**config.mk**
```make
export PLATFORM = sky130hd
export DESIGN_NAME = seq_mult4
export DESIGN_NICKNAME = d
export VERILOG_FILES = /design/src/rtl/seq_mult4_pkg.sv /design/src/rtl/seq_mult4_adder.sv /design/src/rtl/seq_mult4.sv
export SDC_FILE = /design/constraint.sdc
export NUM_CORES = 1
export LEC_CHECK = 0
export ABC_AREA = 0
export CORE_UTILIZATION = 51
export DETAILED_ROUTE_END_ITERATION = 16
export PLACE_DENSITY = 0.85
export SLEW_MARGIN = 20
export SYNTH_ARGS = -nofsm -noshare
export SYNTH_HDL_FRONTEND = slang
export SYNTH_HIERARCHICAL = 1
export SYNTH_SLANG_ARGS = --single-unit
```
**constraint.sdc**
```tcl
create_clock -name clk -period 2.28 [get_ports clk]
set_input_delay 0.57 -clock clk [delete_from_list [all_inputs] [get_ports clk]]
set_output_delay 0.57 -clock clk [all_outputs]
set_load 0.01 [all_outputs]
```
**src/rtl/seq_mult4_pkg.sv**
```systemverilog
`default_nettype none
// ============================================================================
// Module   : seq_mult4_pkg
// Brief    : Shared state encodings and iteration count for iterative units.
// Revision : 1.0 - initial release
// ============================================================================
package seq_mult4_pkg;

    typedef enum logic [1:0] {
        S_IDLE = 2'd0,
        S_CALC = 2'd1,
        S_DONE = 2'd2
    } state_t;

    localparam int MULT_ITERS = 4;

    // Counter value seen on the final CALC edge.
    localparam logic [2:0] C_LAST_ITER = 3'(MULT_ITERS - 1);

endpackage
`default_nettype wire

```
**src/rtl/seq_mult4_adder.sv**
```systemverilog
`default_nettype none
// ============================================================================
// Module   : adder4bits
// Brief    : 4-bit unsigned ripple-carry adder with carry out as sum bit 4.
// Revision : 1.0 - initial release
// ============================================================================
module adder4bits (
    input  logic [3:0] a,
    input  logic [3:0] b,
    output logic [4:0] s
);

    logic [4:0] w_carry;

    assign w_carry[0] = 1'b0;

    genvar i;
    generate
        for (i = 0; i < 4; i++) begin : g_bit
            assign s[i]         = a[i] ^ b[i] ^ w_carry[i];
            assign w_carry[i+1] = (a[i] & b[i]) | (w_carry[i] & (a[i] ^ b[i]));
        end
    endgenerate

    assign s[4] = w_carry[4];

endmodule
`default_nettype wire

```
**src/rtl/seq_mult4.sv**
```systemverilog
`default_nettype none
// ============================================================================
// Module   : seq_mult4
// Brief    : Sequential 4x4 unsigned shift-add multiplier, 4 CALC iterations.
// Revision : 1.0 - initial release
// ============================================================================
module seq_mult4
    import seq_mult4_pkg::*;
(
    input  logic       clk,
    input  logic       rst_n,
    input  logic       start,
    input  logic [3:0] a,
    input  logic [3:0] b,
    output logic       busy,
    output logic       done,
    output logic [7:0] p
);

    state_t     r_state;
    state_t     w_state_next;
    logic [3:0] r_m;
    logic [3:0] r_a;
    logic [3:0] r_q;
    logic [2:0] r_cnt;
    logic [7:0] r_p;
    logic       r_done;

    logic [3:0] w_addend;
    logic [4:0] w_sum;
    logic       w_last;

    assign w_addend = r_q[0] ? r_m : 4'b0000;
    assign w_last   = (r_cnt == C_LAST_ITER);

    adder4bits u_adder (
        .a (r_a),
        .b (w_addend),
        .s (w_sum)
    );

    always_comb begin
        w_state_next = r_state;
        case (r_state)
            S_IDLE:  if (start) w_state_next = S_CALC;
            S_CALC:  if (w_last) w_state_next = S_DONE;
            S_DONE:  w_state_next = S_IDLE;
            default: w_state_next = S_IDLE;
        endcase
    end

    always_ff @(posedge clk) begin
        if (!rst_n) begin
            r_state <= S_IDLE;
            r_m     <= 4'd0;
            r_a     <= 4'd0;
            r_q     <= 4'd0;
            r_cnt   <= 3'd0;
            r_p     <= 8'd0;
            r_done  <= 1'b0;
        end else begin
            r_state <= w_state_next;
            r_done  <= 1'b0;
            case (r_state)
                S_IDLE: begin
                    if (start) begin
                        r_m   <= a;
                        r_q   <= b;
                        r_a   <= 4'd0;
                        r_cnt <= 3'd0;
                    end
                end
                S_CALC: begin
                    // Carry re-enters as the new MSB, so no product bit is lost.
                    {r_a, r_q} <= {w_sum, r_q[3:1]};
                    r_cnt      <= r_cnt + 3'd1;
                    if (w_last) begin
                        r_p    <= {w_sum, r_q[3:1]};
                        r_done <= 1'b1;
                    end
                end
                default: ;
            endcase
        end
    end

    assign busy = (r_state == S_CALC);
    assign done = r_done;
    assign p    = r_p;

endmodule
`default_nettype wire

```
# Word-level counts from Yosys, hierarchy flattened
# Cells that the tools add are included.
[totals]
reg_bits = 26
input_bits = 11
out_inout_bits = 10
elab_cells = 47
[classes]
n_addsub = 1
n_eq_ne = 4
muxes = 11
bitwise_logic = 17
n_reduce_logical = 7
[ops]
columns = ["op", "count"]
rows = [
  ["one-hot mux 4 bit (2 select lines)", 2],
  ["two-way mux 4 bit", 3],
  ["AND reduction 2 bit", 5],
  ["bitwise AND 1 bit", 7],
  ["XOR 1 bit", 7],
  ["one-hot mux 3 bit (2 select lines)", 1],
  ["two-way mux 2 bit", 2],
  ["one-hot mux 2 bit (2 select lines)", 1],
  ["adder 3 x 1 -> 3 bit (second input constant)", 1],
  ["== test 3 x 2 -> 1 bit (second input constant)", 1],
  ["two-way mux 3 bit", 1],
  ["OR 1 bit", 3],
  ["== test 2 x 1 -> 1 bit (second input constant)", 1],
  ["logical NOT 2 bit", 1],
  ["inequality test 2 x 1 -> 1 bit (second input constant)", 1],
  ["inequality test 2 bit (second input constant)", 1],
  ["nonzero test 2 bit", 1],
  ["two-way mux 1 bit", 1],
]

# Logic depth before layout (Yosys ltp)
[depth]
depth_word = 9
mapped_depth = 11
mapped_depth_nobuf = 11

# Modules after synthesis
# Netlist, hierarchy kept.
[by_module_without_submodules]
columns = ["mod", "instances", "cells_per_inst", "area_per_inst_um2", "seq_area_each_um2"]
rows = [
  ["seq_mult4", 1, 115, 1154.9, 520.5],
  ["adder4bits", 1, 14, 110.1, 0.0],
]

# Worst setup path before layout
# OpenSTA, ideal clock, no wires.
[synth_timing]
kind = "reg-to-reg"
start = "reg r_q[0]"
end = "reg r_a[2]"
setup_time_ns = 0.118
t_arrival_ns = 1.940
t_required_ns = 2.162
setup_slack_ns = 0.221
path_stages_with_launch = 12
cell_sequence = "dfxtp_1 and2_1 ha_1 inv_1 fa_1 inv_1 fa_1 inv_1 fa_1 inv_1 a22oi_1 nor2b_1"
[synth_via]
elab_chain_cells = 8
elab_cells_between_ends = 13
[synth_rtl]
columns = ["item", "line_no", "rtl"]
rows = [
  ["from (decl)", "seq_mult4.sv:24", "logic [3:0] r_q;"],
  ["from (signal assigned)", "seq_mult4.sv:75", "{r_a, r_q} <= {w_sum, r_q[3:1]};"],
  ["two-way mux 4 bit", "seq_mult4.sv:33", "assign w_addend = r_q[0] ? r_m : 4'b0000;"],
  ["named net w_addend[0]", "seq_mult4.sv:29", "logic [3:0] w_addend;"],
  ["bitwise AND 1 bit (2 in a row)", "seq_mult4_adder.sv:21", "assign w_carry[i+1] = (a[i] & b[i]) | (w_carry[i] & (a[i] ^ b[i]));"],
  ["OR 1 bit", "seq_mult4_adder.sv:21", ""],
  ["bitwise AND 1 bit", "seq_mult4_adder.sv:21", ""],
  ["OR 1 bit", "seq_mult4_adder.sv:21", ""],
  ["XOR 1 bit", "seq_mult4_adder.sv:20", "assign s[i] = a[i] ^ b[i] ^ w_carry[i];"],
  ["named net w_sum[3]", "seq_mult4.sv:30", "logic [4:0] w_sum;"],
  ["one-hot mux 4 bit (2 select lines)", "seq_mult4.sv:64", "case (r_state)"],
  ["to (signal assigned)", "seq_mult4.sv:75", ""],
  ["to (decl)", "seq_mult4.sv:23", "logic [3:0] r_a;"],
]
# The timed path passes the listed nets, and every way through them passes these cells.
# A chain may end at the register's enable or synchronous reset.

# Final worst setup path
# Ends and elaborated chain as after synthesis.

==> impl_results.md <==
- Status: finished, final reports clean
- Skew-Pair Late Insertion Delay: roughly 0.34 ns
- GRT overflow: 0
- Crit path kind: reg2reg
- Post-synthesis mux area share: under 10%
- Synthesis Warnings: 6
- Hold WC Path Type: reg2reg
- Main combinational cell family by area after synthesis: compound AO/OA/AOI/OAI gates
- CTS H-tree lvls: 1
- Peak VDD IR: 0.371 mV
- DP Wirelength: 1710 microns
- Dpl ws: 0.0856 ns
- XOR/XNOR Fraction of Synth Area: 0%
- GPL Wtd Cong: 0.811
- Period minus WS final: between 2 and 2.5 ns
- Fin area: 0.00154 sq mm
- Post-Synth Adder-Cell Area: just under 8%
- Row Count: 17
- Initial Util: between 50% and 60%
- Clk pin slew, worst setup/hold paths: 0.15 ns
- Final #Nets: about 170
- Routed length per instance: approximately 14 microns
- Crit path max fanout: 3
- Synth area leaders: dfxtp_1 (41%), a21boi_2 (6.2%), nand3_2 (5.5%), fa_1 (4.7%), inv_1 (3.9%)
- Clock Skew: between 0.015 and 0.02 ns
- Netlist cell types: 30
- First-pass GRT wire length: 4170 microns
- Core Box Area: approximately 0.0023 sq mm
- DR DRC count: 0
- Fin. max-slew vios: 0
- Initial drt markers: 20
- Synth Area in Simple Gates: 19.5%
- Die span in x: roughly 52 microns
- Final setup fails: 0
- Clock sink count: 26
- Longest Clk Path Bufs: 2
- CTS tree: done
- Vias in the first global route: roughly 980
- Post-Synthesis Net Count: between 100 and 150
- Clk root buf: clkbuf_4
- I/O pin total: 21
- CP startpoint kind: register
- Vias: 951
- Pwr dens: roughly 600 mW/mm^2
- Synth top area share: approximately 41%
- Post-place instance area: roughly 0.0015 sq mm
- Die Area: 0.00268 sq mm
- Compound-Gate Fraction of Synth Area: 19.7%
- Drt via density: between 5 and 6
- GRT Util Overall: 21.4%
- Seq/Total Area, Yosys: between 40% and 50%
- Final number of hold-violating endpoints: 0
- Initial antenna violation count: 0
- Post-Syn Instances: between 100 and 150
- Hold slack final: around 0.46 ns
- Element type at the critical path end: register
- Leak pwr: approximately 0.57 nW
- Worst EP required: between 2 and 3 ns
- Final worst slack: slightly above 0.09 ns
- Worst-Margin Slew: ~0.59 ns
- Crit path DAT: approximately 2.5 ns
- FF+latch count, synth: 26
- Ratio of final minimum period to clock period: a little over nine tenths
- Area grow syn2layout: 21.8%
- Util after Layout: between 60% and 70%
- Sum of negative setup slack: 0 ns
- Max-cap violation count: 0
- Antenna cells: 0
- Total Routed Length: about 2500 microns
- Max Freq: between 400 and 500 MHz
- Cts bufs inserted: 3
- Rel. slew slack: slightly above 60%
- Fraction of layout cells with a size suffix above 1: around a fifth
- DRT Pass-1 Iters: 3
- Syn Area/Cell: 9.81 sq um
- Port Buffer Count: 20
- Cell taking the most area after synthesis: dfxtp_1
- Mapped Area: around 0.0013 sq mm
- Largest net degree at the start of global routing: 21
- Die H: 51.8 microns
- Post-route ant nets: 0
- Hold buffer count at CTS: 0
## final cells by class
cell class | count | area [sq um]
clock buffers | 3 | 22.5
clock inverters | 1 | 30.0
fillers | 175 | 736
inverters | 14 | 60.1
multi-input cells | 82 | 638
flip-flops and latches | 26 | 524
well taps | 28 | 35.0
repair buffers | 24 | 230
## kinds of logic (layout without fill, tap and decap cells)
kind of cell / after synthesis / after routing
AO/OA/AOI/OAI: 33 / 33
flip-flops: 26 / 26
adder cells (fa/ha/maj): 6 / 6
buffers and inverters: 21 / 42
multiplexers: 4 / 4
AND/OR/NAND/NOR: 39 / 39
## sequential cells by signal (all words and copies together), names as in the netlist
name     cells
r_cnt        3
r_state      2
r_q          4
done         1
p            8
r_a          4
r_m          4
## cell usage after synthesis (all sizes together)
cell	count
and2	4
nand3	8
o21ai	8
nand3b	1
a21oi	4
o21bai	1
clkbuf	2
inv	14
buf	5
nand2b	3
o221ai	1
o22ai	1
a2bb2oi	1
nand2	12
and3	3
nor2b	7
a21boi	12
dfxtp	26
mux2i	4
nor3b	1
fa	3
a22oi	5
ha	3
## per-layer routing
metal  up-vias  share of wire, %  global-route usage (%)
li1        472                 -                       -
met1       453                46                    24.5
met2        19                49                    38.3
met3         7               2.5                    2.63
met4         0               3.0                    11.7
met5         -                 0                       0
## path summary, 6_finish.rpt
| kind | startpoint | endpoint | slack (ns) | depth (start not counted) |
|---|---|---|---|---|
| worst min-delay path | r_q[3] | p[2] | 0.46 | 2 |
| worst max-delay path | r_q[0] | r_a[2] | 0.09 | 11 |
| worst min register to register | r_q[3] | p[2] | 0.46 | 2 |
| worst max register to register | r_q[0] | r_a[2] | 0.09 | 11 |
## stage by stage
stage                     power, mW  instances
final                         0.910        178
after global routing          0.942        178
after CTS                     0.911        177
after detailed placement      0.591        173
after global placement        0.587        173
after floorplan               0.558        129
## critical path: stages (launching register included)
cell     delay, ns
dfxtp_2       0.36
and2_1        0.13
ha_1          0.15
inv_1         0.05
fa_1          0.36
inv_1         0.09
fa_1          0.16
inv_1         0.05
fa_1          0.49
inv_2         0.05
a22oi_2       0.15
nor2b_1       0.06
## placed cells by master, fill, tap and decap left out, types with 3 or more instances in the layout
master           count
dfxtp_1             23
clkdlybuf4s50_1     20
inv_1               12
nand2_1             12
nor2b_1              7
nand3_2              7
a21boi_2             7
a21boi_1             5
o21ai_1              5
and2_1               4
a22oi_1              4
mux2i_1              4
a21oi_1              4
buf_4                4
nand2b_1             3
o21ai_0              3
and3_1               3
ha_1                 3
clkbuf_4             3
dfxtp_2              3
fa_1                 3
## power by group
group | total [mW] | internal (mW) | switching (mW)
clock | 0.323 | 0.178 | 0.145
combinational | 0.103 | 0.0521 | 0.0506
sequential | 0.485 | 0.470 | 0.0142
total | 0.910 | 0.701 | 0.209
## repair_timing
action | in CTS | in global routing
resized for setup | 1 | 4
endpoints found under the setup margin | 1 | 2
setup buffers | 0 | 1
Note: power is estimated with default switching activity, not from simulation.
